`config.mk`:
```
export PLATFORM = sky130hd
export DESIGN_NAME = mips_multicycle_ctrl
export DESIGN_NICKNAME = d
export VERILOG_FILES = /design/src/rtl/mips_multicycle_ctrl.sv
export SDC_FILE = /design/constraint.sdc
export NUM_CORES = 1
export LEC_CHECK = 0
export CORE_MARGIN = 2
export CORE_UTILIZATION = 30
export DETAILED_ROUTE_END_ITERATION = 12
export PLACE_DENSITY = 0.59
export SYNTH_ARGS = -nofsm -noshare
export SYNTH_HDL_FRONTEND = slang
export SYNTH_SLANG_ARGS = --single-unit
```
`constraint.sdc`:
```
create_clock -name clk -period 2.1 [get_ports clk]
set_input_delay 0.21 -clock clk [delete_from_list [all_inputs] [get_ports clk]]
set_output_delay 0.21 -clock clk [all_outputs]
set_load 0.05 [all_outputs]
```
`src/rtl/mips_multicycle_ctrl.sv`:
```
// -----------------------------------------------------------------------------
// mips_multicycle_ctrl
//
// Multi-cycle MIPS control FSM. Sequences FETCH / DECODE / EXEC / MEM / WB for
// one instruction at a time and drives the datapath strobes, the unified
// memory port request lines and the ALU select code. The ALU zero flag is
// consumed in the BRANCH state to decide whether the PC loads the branch
// target (the ALU is programmed with beq/bne so zflag already means "taken").
//
// Optional feature macro: CTRL_TRAP_EN
//   defined   : an illegal instruction parks the FSM in TRAP (trap=1, all
//               strobes 0, no retire); only reset leaves TRAP.
//   undefined : an illegal instruction behaves as a NOP (retires); trap is 0.
//
// Parameters
//   RETIRE_W     width of the retired-instruction counter
//
// Ports
//   clk          in   single clock, rising edge
//   rst_n        in   asynchronous active-low reset
//   instr        in   [31:0] IR output, or memory read data during FETCH
//   zflag        in   ALU zero flag (taken condition for beq/bne)
//   mem_ack      in   memory completes the current read/write this cycle
//   alu_sel      out  [5:0] funct (R-type) or opcode (I-type / branch)
//   alu_src_imm  out  ALU B operand is the extended immediate
//   pc_we        out  PC load enable
//   pc_src       out  [1:0] 0 = PC+4, 1 = branch target, 2 = jump target
//   ir_we        out  instruction register load
//   iord         out  memory address select: 0 = PC, 1 = ALU result reg
//   mem_re       out  memory read request, held until mem_ack
//   mem_we       out  memory write request, held until mem_ack
//   reg_we       out  register file write strobe
//   reg_dst      out  1 = rd, 0 = rt
//   mem_to_reg   out  writeback data comes from memory
//   trap         out  illegal instruction latched (CTRL_TRAP_EN builds only)
//   instr_count  out  [RETIRE_W-1:0] retired-instruction count (wraps)
// -----------------------------------------------------------------------------
module mips_multicycle_ctrl #(
    parameter int RETIRE_W = 32
) (
    input  logic                clk,
    input  logic                rst_n,
    input  logic [31:0]         instr,
    input  logic                zflag,
    input  logic                mem_ack,
    output logic [5:0]          alu_sel,
    output logic                alu_src_imm,
    output logic                pc_we,
    output logic [1:0]          pc_src,
    output logic                ir_we,
    output logic                iord,
    output logic                mem_re,
    output logic                mem_we,
    output logic                reg_we,
    output logic                reg_dst,
    output logic                mem_to_reg,
    output logic                trap,
    output logic [RETIRE_W-1:0] instr_count
);

    // Opcodes
    localparam logic [5:0] OP_RTYPE = 6'b000000;
    localparam logic [5:0] OP_J     = 6'b000010;
    localparam logic [5:0] OP_BEQ   = 6'b000100;
    localparam logic [5:0] OP_BNE   = 6'b000101;
    localparam logic [5:0] OP_ADDI  = 6'b001000;
    localparam logic [5:0] OP_ANDI  = 6'b001100;
    localparam logic [5:0] OP_ORI   = 6'b001101;
    localparam logic [5:0] OP_LW    = 6'b100011;
    localparam logic [5:0] OP_SW    = 6'b101011;

    // R-type funct codes
    localparam logic [5:0] FN_ADD   = 6'b100000;
    localparam logic [5:0] FN_SUB   = 6'b100010;
    localparam logic [5:0] FN_AND   = 6'b100100;
    localparam logic [5:0] FN_OR    = 6'b100101;
    localparam logic [5:0] FN_SLT   = 6'b101010;

    localparam logic [1:0] PCS_SEQ    = 2'd0;
    localparam logic [1:0] PCS_BRANCH = 2'd1;
    localparam logic [1:0] PCS_JUMP   = 2'd2;

    typedef enum logic [2:0] {
        ST_FETCH  = 3'd0,
        ST_DECODE = 3'd1,
        ST_EXEC   = 3'd2,
        ST_MEM    = 3'd3,
        ST_WB     = 3'd4,
        ST_BRANCH = 3'd5,
        ST_JUMP   = 3'd6,
        ST_TRAP   = 3'd7
    } state_t;

    // Supported R-type ALU operations.
    function automatic logic is_r_alu(input logic [5:0] fn);
        logic ok;
        case (fn)
            FN_ADD, FN_SUB, FN_AND, FN_OR, FN_SLT: ok = 1'b1;
            default:                               ok = 1'b0;
        endcase
        return ok;
    endfunction

    // Supported I-type instructions that go through EXEC.
    function automatic logic is_i_op(input logic [5:0] op);
        logic ok;
        case (op)
            OP_ADDI, OP_ANDI, OP_ORI, OP_LW, OP_SW: ok = 1'b1;
            default:                                ok = 1'b0;
        endcase
        return ok;
    endfunction

    state_t              state_r;
    state_t              state_s;
    logic [5:0]          opcode_r;
    logic [5:0]          funct_r;
    logic [RETIRE_W-1:0] count_r;

    logic                rtype_s;
    logic                lw_s;
    logic                sw_s;
    logic                retire_s;

    logic [5:0]          alu_sel_s;
    logic                alu_src_imm_s;
    logic                pc_we_s;
    logic [1:0]          pc_src_s;
    logic                ir_we_s;
    logic                iord_s;
    logic                mem_re_s;
    logic                mem_we_s;
    logic                reg_we_s;
    logic                reg_dst_s;
    logic                mem_to_reg_s;
    logic                trap_s;

    assign rtype_s = (opcode_r == OP_RTYPE);
    assign lw_s    = (opcode_r == OP_LW);
    assign sw_s    = (opcode_r == OP_SW);

    // State register.
    always_ff @(posedge clk or negedge rst_n) begin
        if (!rst_n) begin
            state_r <= ST_FETCH;
        end else begin
            state_r <= state_s;
        end
    end

    // Opcode/funct latch, loaded together with the IR at the end of FETCH.
    always_ff @(posedge clk or negedge rst_n) begin
        if (!rst_n) begin
            opcode_r <= 6'd0;
            funct_r  <= 6'd0;
        end else if ((state_r == ST_FETCH) && mem_ack) begin
            opcode_r <= instr[31:26];
            funct_r  <= instr[5:0];
        end else begin
            opcode_r <= opcode_r;
            funct_r  <= funct_r;
        end
    end

    // Retired-instruction counter; wraps naturally at 2^RETIRE_W.
    always_ff @(posedge clk or negedge rst_n) begin
        if (!rst_n) begin
            count_r <= '0;
        end else if (retire_s) begin
            count_r <= count_r + RETIRE_W'(1);
        end else begin
            count_r <= count_r;
        end
    end

    // Next-state, retire and Moore output decode.
    always_comb begin
        state_s       = state_r;
        retire_s      = 1'b0;
        alu_sel_s     = 6'd0;
        alu_src_imm_s = 1'b0;
        pc_we_s       = 1'b0;
        pc_src_s      = PCS_SEQ;
        ir_we_s       = 1'b0;
        iord_s        = 1'b0;
        mem_re_s      = 1'b0;
        mem_we_s      = 1'b0;
        reg_we_s      = 1'b0;
        reg_dst_s     = 1'b0;
        mem_to_reg_s  = 1'b0;
        trap_s        = 1'b0;

        case (state_r)
            ST_FETCH: begin
                mem_re_s = 1'b1;
                iord_s   = 1'b0;
                // IR and PC+4 commit in the same cycle the read data arrives.
                ir_we_s  = mem_ack;
                pc_we_s  = mem_ack;
                pc_src_s = PCS_SEQ;
                if (mem_ack) begin
                    state_s = ST_DECODE;
                end else begin
                    state_s = ST_FETCH;
                end
            end

            ST_DECODE: begin
                // instr is the IR output here; an all-zero word is the NOP.
                if (instr == 32'h0000_0000) begin
                    state_s  = ST_FETCH;
                    retire_s = 1'b1;
                end else if ((rtype_s && is_r_alu(funct_r)) || is_i_op(opcode_r)) begin
                    state_s = ST_EXEC;
                end else if ((opcode_r == OP_BEQ) || (opcode_r == OP_BNE)) begin
                    state_s = ST_BRANCH;
                end else if (opcode_r == OP_J) begin
                    state_s = ST_JUMP;
                end else begin
`ifdef CTRL_TRAP_EN
                    state_s = ST_TRAP;
`else
                    state_s  = ST_FETCH;
                    retire_s = 1'b1;
`endif
                end
            end

            ST_EXEC: begin
                if (rtype_s) begin
                    alu_sel_s     = funct_r;
                    alu_src_imm_s = 1'b0;
                end else begin
                    alu_sel_s     = opcode_r;
                    alu_src_imm_s = 1'b1;
                end
                if (lw_s || sw_s) begin
                    state_s = ST_MEM;
                end else begin
                    state_s = ST_WB;
                end
            end

            ST_MEM: begin
                iord_s   = 1'b1;
                // Only lw/sw reach MEM, so the two requests are exclusive.
                mem_re_s = lw_s;
                mem_we_s = sw_s;
                if (mem_ack) begin
                    if (lw_s) begin
                        state_s = ST_WB;
                    end else begin
                        state_s  = ST_FETCH;
                        retire_s = 1'b1;
                    end
                end else begin
                    state_s = ST_MEM;
                end
            end

            ST_WB: begin
                reg_we_s     = 1'b1;
                reg_dst_s    = rtype_s;
                mem_to_reg_s = lw_s;
                state_s      = ST_FETCH;
                retire_s     = 1'b1;
            end

            ST_BRANCH: begin
                alu_sel_s = opcode_r;
                pc_we_s   = zflag;
                pc_src_s  = PCS_BRANCH;
                state_s   = ST_FETCH;
                retire_s  = 1'b1;
            end

            ST_JUMP: begin
                pc_we_s  = 1'b1;
                pc_src_s = PCS_JUMP;
                state_s  = ST_FETCH;
                retire_s = 1'b1;
            end

            ST_TRAP: begin
`ifdef CTRL_TRAP_EN
                trap_s  = 1'b1;
                state_s = ST_TRAP;
`else
                // Unreachable without the trap feature; recover to FETCH.
                state_s = ST_FETCH;
`endif
            end

            default: begin
                state_s = ST_FETCH;
            end
        endcase
    end

    // While reset is asserted the state already reads FETCH, so the request
    // lines are additionally forced low to make every output 0 and to drop an
    // in-flight memory request immediately.
    assign alu_sel     = alu_sel_s & {6{rst_n}};
    assign alu_src_imm = alu_src_imm_s & rst_n;
    assign pc_we       = pc_we_s & rst_n;
    assign pc_src      = pc_src_s & {2{rst_n}};
    assign ir_we       = ir_we_s & rst_n;
    assign iord        = iord_s & rst_n;
    assign mem_re      = mem_re_s & rst_n;
    assign mem_we      = mem_we_s & rst_n;
    assign reg_we      = reg_we_s & rst_n;
    assign reg_dst     = reg_dst_s & rst_n;
    assign mem_to_reg  = mem_to_reg_s & rst_n;
    assign trap        = trap_s & rst_n;
    assign instr_count = count_r;

endmodule

```
# --- Word-level counts from Yosys, hierarchy flattened ---
# Index checks and enable logic that the tools add are counted.
totals:
  in_bits: 36
  regBits: 47
  output_inout_bits: 50
op_classes:
  addsub: 1
  reduce_logical: 12
  n_bitwise: 11
  n_eq_ne: 20
  mux: 35
ops:
  columns: ["op", "count"]
  rows:
  - ["$eq A6 B6 Y1 const B", 7]
  - ["$add A32 B1 Y32 const B", 1]
  - ["$logic_not A32 Y1", 1]
  - ["$mux W1", 21]
  - ["$mux W3", 7]
  - ["$eq A6 B4 Y1 const B", 3]
  - ["$pmux W3 S5", 1]
  - ["$eq A3 B3 Y1 const B", 4]
  - ["$eq A6 B3 Y1 const B", 2]
  - ["$pmux W6 S2", 1]
  - ["$reduce_or A5 Y1", 2]
  - ["$and A1 B1 Y1", 9]
  - ["$and A6 B6 Y6", 1]
  - ["$eq A3 B2 Y1 const B", 2]
  - ["$eq A6 B2 Y1 const B", 1]
  - ["$logic_not A6 Y1", 1]
  - ["$mux W6", 1]
  - ["$pmux W1 S3", 2]
  - ["$pmux W2 S2", 1]
  - ["$reduce_or A4 Y1", 1]
  - ["$eq A3 B1 Y1 const B", 1]
  - ["$logic_not A3 Y1", 1]
  - ["$logic_or A1 B1 Y1", 3]
  - ["$reduce_or A3 Y1", 1]
  - ["3 further kinds", 4]

# --- Logic depth before layout (Yosys ltp) ---
depth:
  depth_word: 10
  depth_mapped: 8
  ltp_nobuf: 6

# --- Worst setup path before layout ---
# Ideal clock, no wire load.
synth_path:
  path_kind: "register -> output"
  start: "reg opcode_r[3]"
  end: "out alu_sel[0]"
  path_buffers: 0
  path_slack_ns: -0.324
  stages_incl_launch_ff: 7
  arrival_time_ns: 2.214
  path_cell_list: "dfrtp_1 > or3_1 > nor3_1 > nand2b_1 > nor3_2 > a22oi_1 > nor2b_1"
synth_between:
  elab_chain_cells: 4
synth_lines:
  columns: ["element", "line_no", "source"]
  rows:
  - ["start, declared", "116", "logic [5:0] opcode_r;"]
  - ["start signal, assigned", "157", "opcode_r <= instr[31:26];"]
  - ["start signal, assigned", "160", "opcode_r <= opcode_r;"]
  - ["$logic_not A6 Y1", "138", "assign rtype_s = (opcode_r == OP_RTYPE);"]
  - ["$mux W6", "230", "if (rtype_s) begin"]
  - ["$pmux W6 S2", "193", "case (state_r)"]
  - ["$and A6 B6 Y6", "303", "assign alu_sel = alu_sel_s & {6{rst_n}};"]
  - ["end, declared", "46", "output logic [5:0] alu_sel,"]
# Every way passes these cells.

# --- Final worst setup path ---
layout_path:
  start: "reg opcode_r[5]"
  end: "out alu_sel[0]"
# The elaborated chain is that of the path after synthesis.

==> results.ini <==
[outcome]
run_status = complete, but fails checks
violated_checks = negative setup slack

[yosys]
ys_top_cells_by_area = sky130_fd_sc_hd__dfrtp_1, sky130_fd_sc_hd__xor2_1, sky130_fd_sc_hd__mux2_2
synth_cell_types = 60
yosys_register_bits = 47
ys_seq_area_frac = 0.4238
ys.warnings.count = 0
postSynth.asyncResetShare = 1.000
ys.flop_type = sky130_fd_sc_hd__dfrtp_1
synth.net_count = 308
number_of_enable_flip_flop_cells_after_synthesis = 0
yosys.area.top_type = sky130_fd_sc_hd__dfrtp_1
synth_top_area_frac = 0.4238
post_synth.cell_area_avg_um2 = 10.24
synthesized_instance_count = 271
syn-cell-area_um2 = 2775

[clocking]
h-tree-depth = 2
tritoncts = done
ctsRootBufferMaster = sky130_fd_sc_hd__clkbuf_8
cts_made_buffers = 5
cts.clk_slew.worst_paths_ns = 0.09
cts_sinks = 47
clock_latency_ns = 0.31
ctsLongestPathBuffers = 2

[layout]
most_frequent_cells_in_the_layout = sky130_fd_sc_hd__clkdlybuf4s50_1, sky130_fd_sc_hd__buf_4, sky130_fd_sc_hd__dfrtp_1
layout_commonest_cell = sky130_fd_sc_hd__clkdlybuf4s50_1
area_used_by_multi_input_combinational_logic_um2 = 1799
nets = 459
n_fill_cell = 813
area_growth_syn_to_layout_pct = 77.77
final_util = 0.5416
post-route-cell-area_um2 = 4933
post_route_cells_drive_above_1_share = 0.4397
stdcell_count = 534
seqCellArea_um2 = 1190
insertedDiodeCount = 0

[worst_setup_path]
critical_path.endpoint_type = output pin
crit_arrival_ns = 2.05
r2r_depth = 9
setup.reg_to_reg.worst_slack_ns = -0.12
timing.critical_path.from_type = flip-flop
worstSetupPathType = flip-flop to output pin
worst_ep_required_time_ns = 1.89
worst_r2r_startpoint = opcode_r[5]$_DFFE_PN0P_
worst_r2r_endpoint = instr_count[1]$_DFFE_PN0P_
cp_max_fo = 6

[floorplan]
core-area_um2 = 9109
placementRows = 35
width_of_the_die_um = 100.2
floorplan.die.height_um = 100.2
start_util = 0.3047
io_pins = 86
floorplan.die_area_um2 = 10040

[timing]
timing.clock.skew_ns = 0.007501
max_freq_ghz = 0.4431
setup_violations = 37
tightest_slew_ns = 0.5236
relSlewSlack = 0.6510
minimum_period_implied_by_the_final_worst_setup_slack_ns = 2.257
holdWs_ns = 0.1681
final_min_period_over_clock_period = 1.075
report.final.slew_viol_count = 0
timing.final.ws_setup_ns = -0.1567
rsz0062_at_grt = yes
finalHoldViolations = 0

[detailed_routing]
overall_routed_net_length_mm = 8.231
vias = 2588
first_pass_iters = 4
route.detailed.wl_per_inst_um = 15.41
ant_nets = 0
routed_via_density = 4.846
drtIter0Drc = 89
detail_route.drc_violations = 0

[placed_design]
cell_area_after_placement_um2 = 4314
dp_worst_setup_slack_ns = -0.4175
globalplace.congestion = 0.7956
hpwlAfterDp_mm = 5.735
placed_cells_incl_taps = 506
port_buffers = 84

[global_route]
global_route_usage_sum = 0.1648
grt.overflow.total = 0
grt_start_max_net_pins = 42
first_global_vias = 2658
initial_antenna_violation_count = 0
wire_length_of_the_first_global_routing_pass_mm = 13.21

[power_and_ir_drop]
worst_ir_drop_vdd_uv = 1129
cellLeakagePower_nw = 1.897
pwr_density_cell_nw_per_um2 = 1083

[flow_run]
drv.max_cap_violation_count = 0

[worst_hold_path]
class_of_the_tightest_hold_or_removal_check = input port to asynchronous set/reset pin

## metrics by stage
step           TNS (ns)  total power [mW]
2_1_floorplan  -0.07875             2.834
3_3_place_gp     -10.05             3.840
3_5_place_dp     -9.629             3.876
4_1_cts          -1.547             5.012
5_1_grt          -5.590             5.627
6_report         -2.766             5.342
## report_power, final
| part | internal, mW | switching [mW] | leakage (nW) |
|---|---|---|---|
| logic | 1.58 | 1.65 | 1.32 |
| registers | 1.14 | 0.243 | 0.513 |
| clock network | 0.392 | 0.334 | 0.0618 |
| total | 3.11 | 2.23 | 1.90 |
## what timing repair did
item / 4_1_cts / 5_1_grt
gates resized for setup: 24 / 36
setup endpoints to repair: 38 / 40
pin swaps: 16 / 15
hold buffers: 1 / 0
buffers inserted: 11 / 9
cloned: 1 / 0
endpoints found under the hold margin: 6 / 0
## Yosys cell counts (2+ instances only)
cell	count
sky130_fd_sc_hd__a21oi_1	6
sky130_fd_sc_hd__nor3_1	8
sky130_fd_sc_hd__buf_4	2
sky130_fd_sc_hd__xnor2_1	5
sky130_fd_sc_hd__o21ai_0	3
sky130_fd_sc_hd__nor4_1	8
sky130_fd_sc_hd__buf_2	3
sky130_fd_sc_hd__nand2_1	22
sky130_fd_sc_hd__o211ai_1	2
sky130_fd_sc_hd__nand4_1	5
sky130_fd_sc_hd__inv_1	8
sky130_fd_sc_hd__a21boi_1	3
sky130_fd_sc_hd__a22oi_1	6
sky130_fd_sc_hd__mux2_2	11
sky130_fd_sc_hd__and2_1	2
sky130_fd_sc_hd__a2111oi_2	5
sky130_fd_sc_hd__and3_1	3
sky130_fd_sc_hd__xor2_1	26
sky130_fd_sc_hd__dfrtp_1	47
sky130_fd_sc_hd__nand3_1	11
sky130_fd_sc_hd__nor2_1	18
sky130_fd_sc_hd__or2_2	2
sky130_fd_sc_hd__a211oi_1	2
sky130_fd_sc_hd__clkbuf_1	4
sky130_fd_sc_hd__nand2b_1	8
sky130_fd_sc_hd__a211oi_2	6
sky130_fd_sc_hd__nor2b_1	9
sky130_fd_sc_hd__or3_1	3
sky130_fd_sc_hd__nor3b_1	2
## registers in the layout, indices dropped and copies added (netlist names)
register / flops
funct_r: 6
instr_count: 32
opcode_r: 6
state_r: 3
## worst max-delay path by stage
stage | startpoint | end
floorplan | opcode_r[3]$_DFFE_PN0P_ | alu_sel[0]
global placement | instr[28] | instr_count[13]$_DFFE_PN0P_
detailed placement | instr[28] | instr_count[29]$_DFFE_PN0P_
CTS | opcode_r[5]$_DFFE_PN0P_ | alu_sel[0]
global route | opcode_r[5]$_DFFE_PN0P_ | alu_sel[0]
finish | opcode_r[5]$_DFFE_PN0P_ | alu_sel[0]
## worst max-delay path: stages (launching register included)
cell and delay (ns):
sky130_fd_sc_hd__dfrtp_1 0.40, sky130_fd_sc_hd__or3_4 0.41, sky130_fd_sc_hd__nor3_4 0.15, sky130_fd_sc_hd__nand2b_1 0.10, sky130_fd_sc_hd__nor3_2 0.14, sky130_fd_sc_hd__buf_6 0.16
sky130_fd_sc_hd__a22oi_2 0.08, sky130_fd_sc_hd__nor2b_2 0.15, sky130_fd_sc_hd__buf_12 0.15
## kinds of logic (layout without fill, tap and decap cells)
group	Yosys count	after routing	share of synthesized area
multiplexers	13	13	0.05230
adder cells (fa/ha/maj)	1	1	0.004508
AO/OA/AOI/OAI	46	46	0.1560
flip-flops	47	47	0.4238
buffers and inverters	20	172	0.03381
other	1	1	0.001351
AND/OR/NAND/NOR	112	112	0.2304
XOR/XNOR	31	31	0.09784
## layer usage
layer,part of all wire,up-vias,global-route usage
li1,-,1266,-
met3,0.027,6,0.02716
met2,0.52,46,0.2901
met5,0,-,0
met4,0.0089,0,0.03583
met1,0.44,1270,0.2129
## cell type report
type                       instances  share of cell area
clock buffer                       6             0.01674
clock inverter                     2            0.007862
timing repair buffer             155              0.3345
tap                              111             0.02815
sequential                        47              0.2412
multi-input combinational        204              0.3647
inverter                           9            0.006848
No activity file was read; power rests on OpenSTA's default activity.
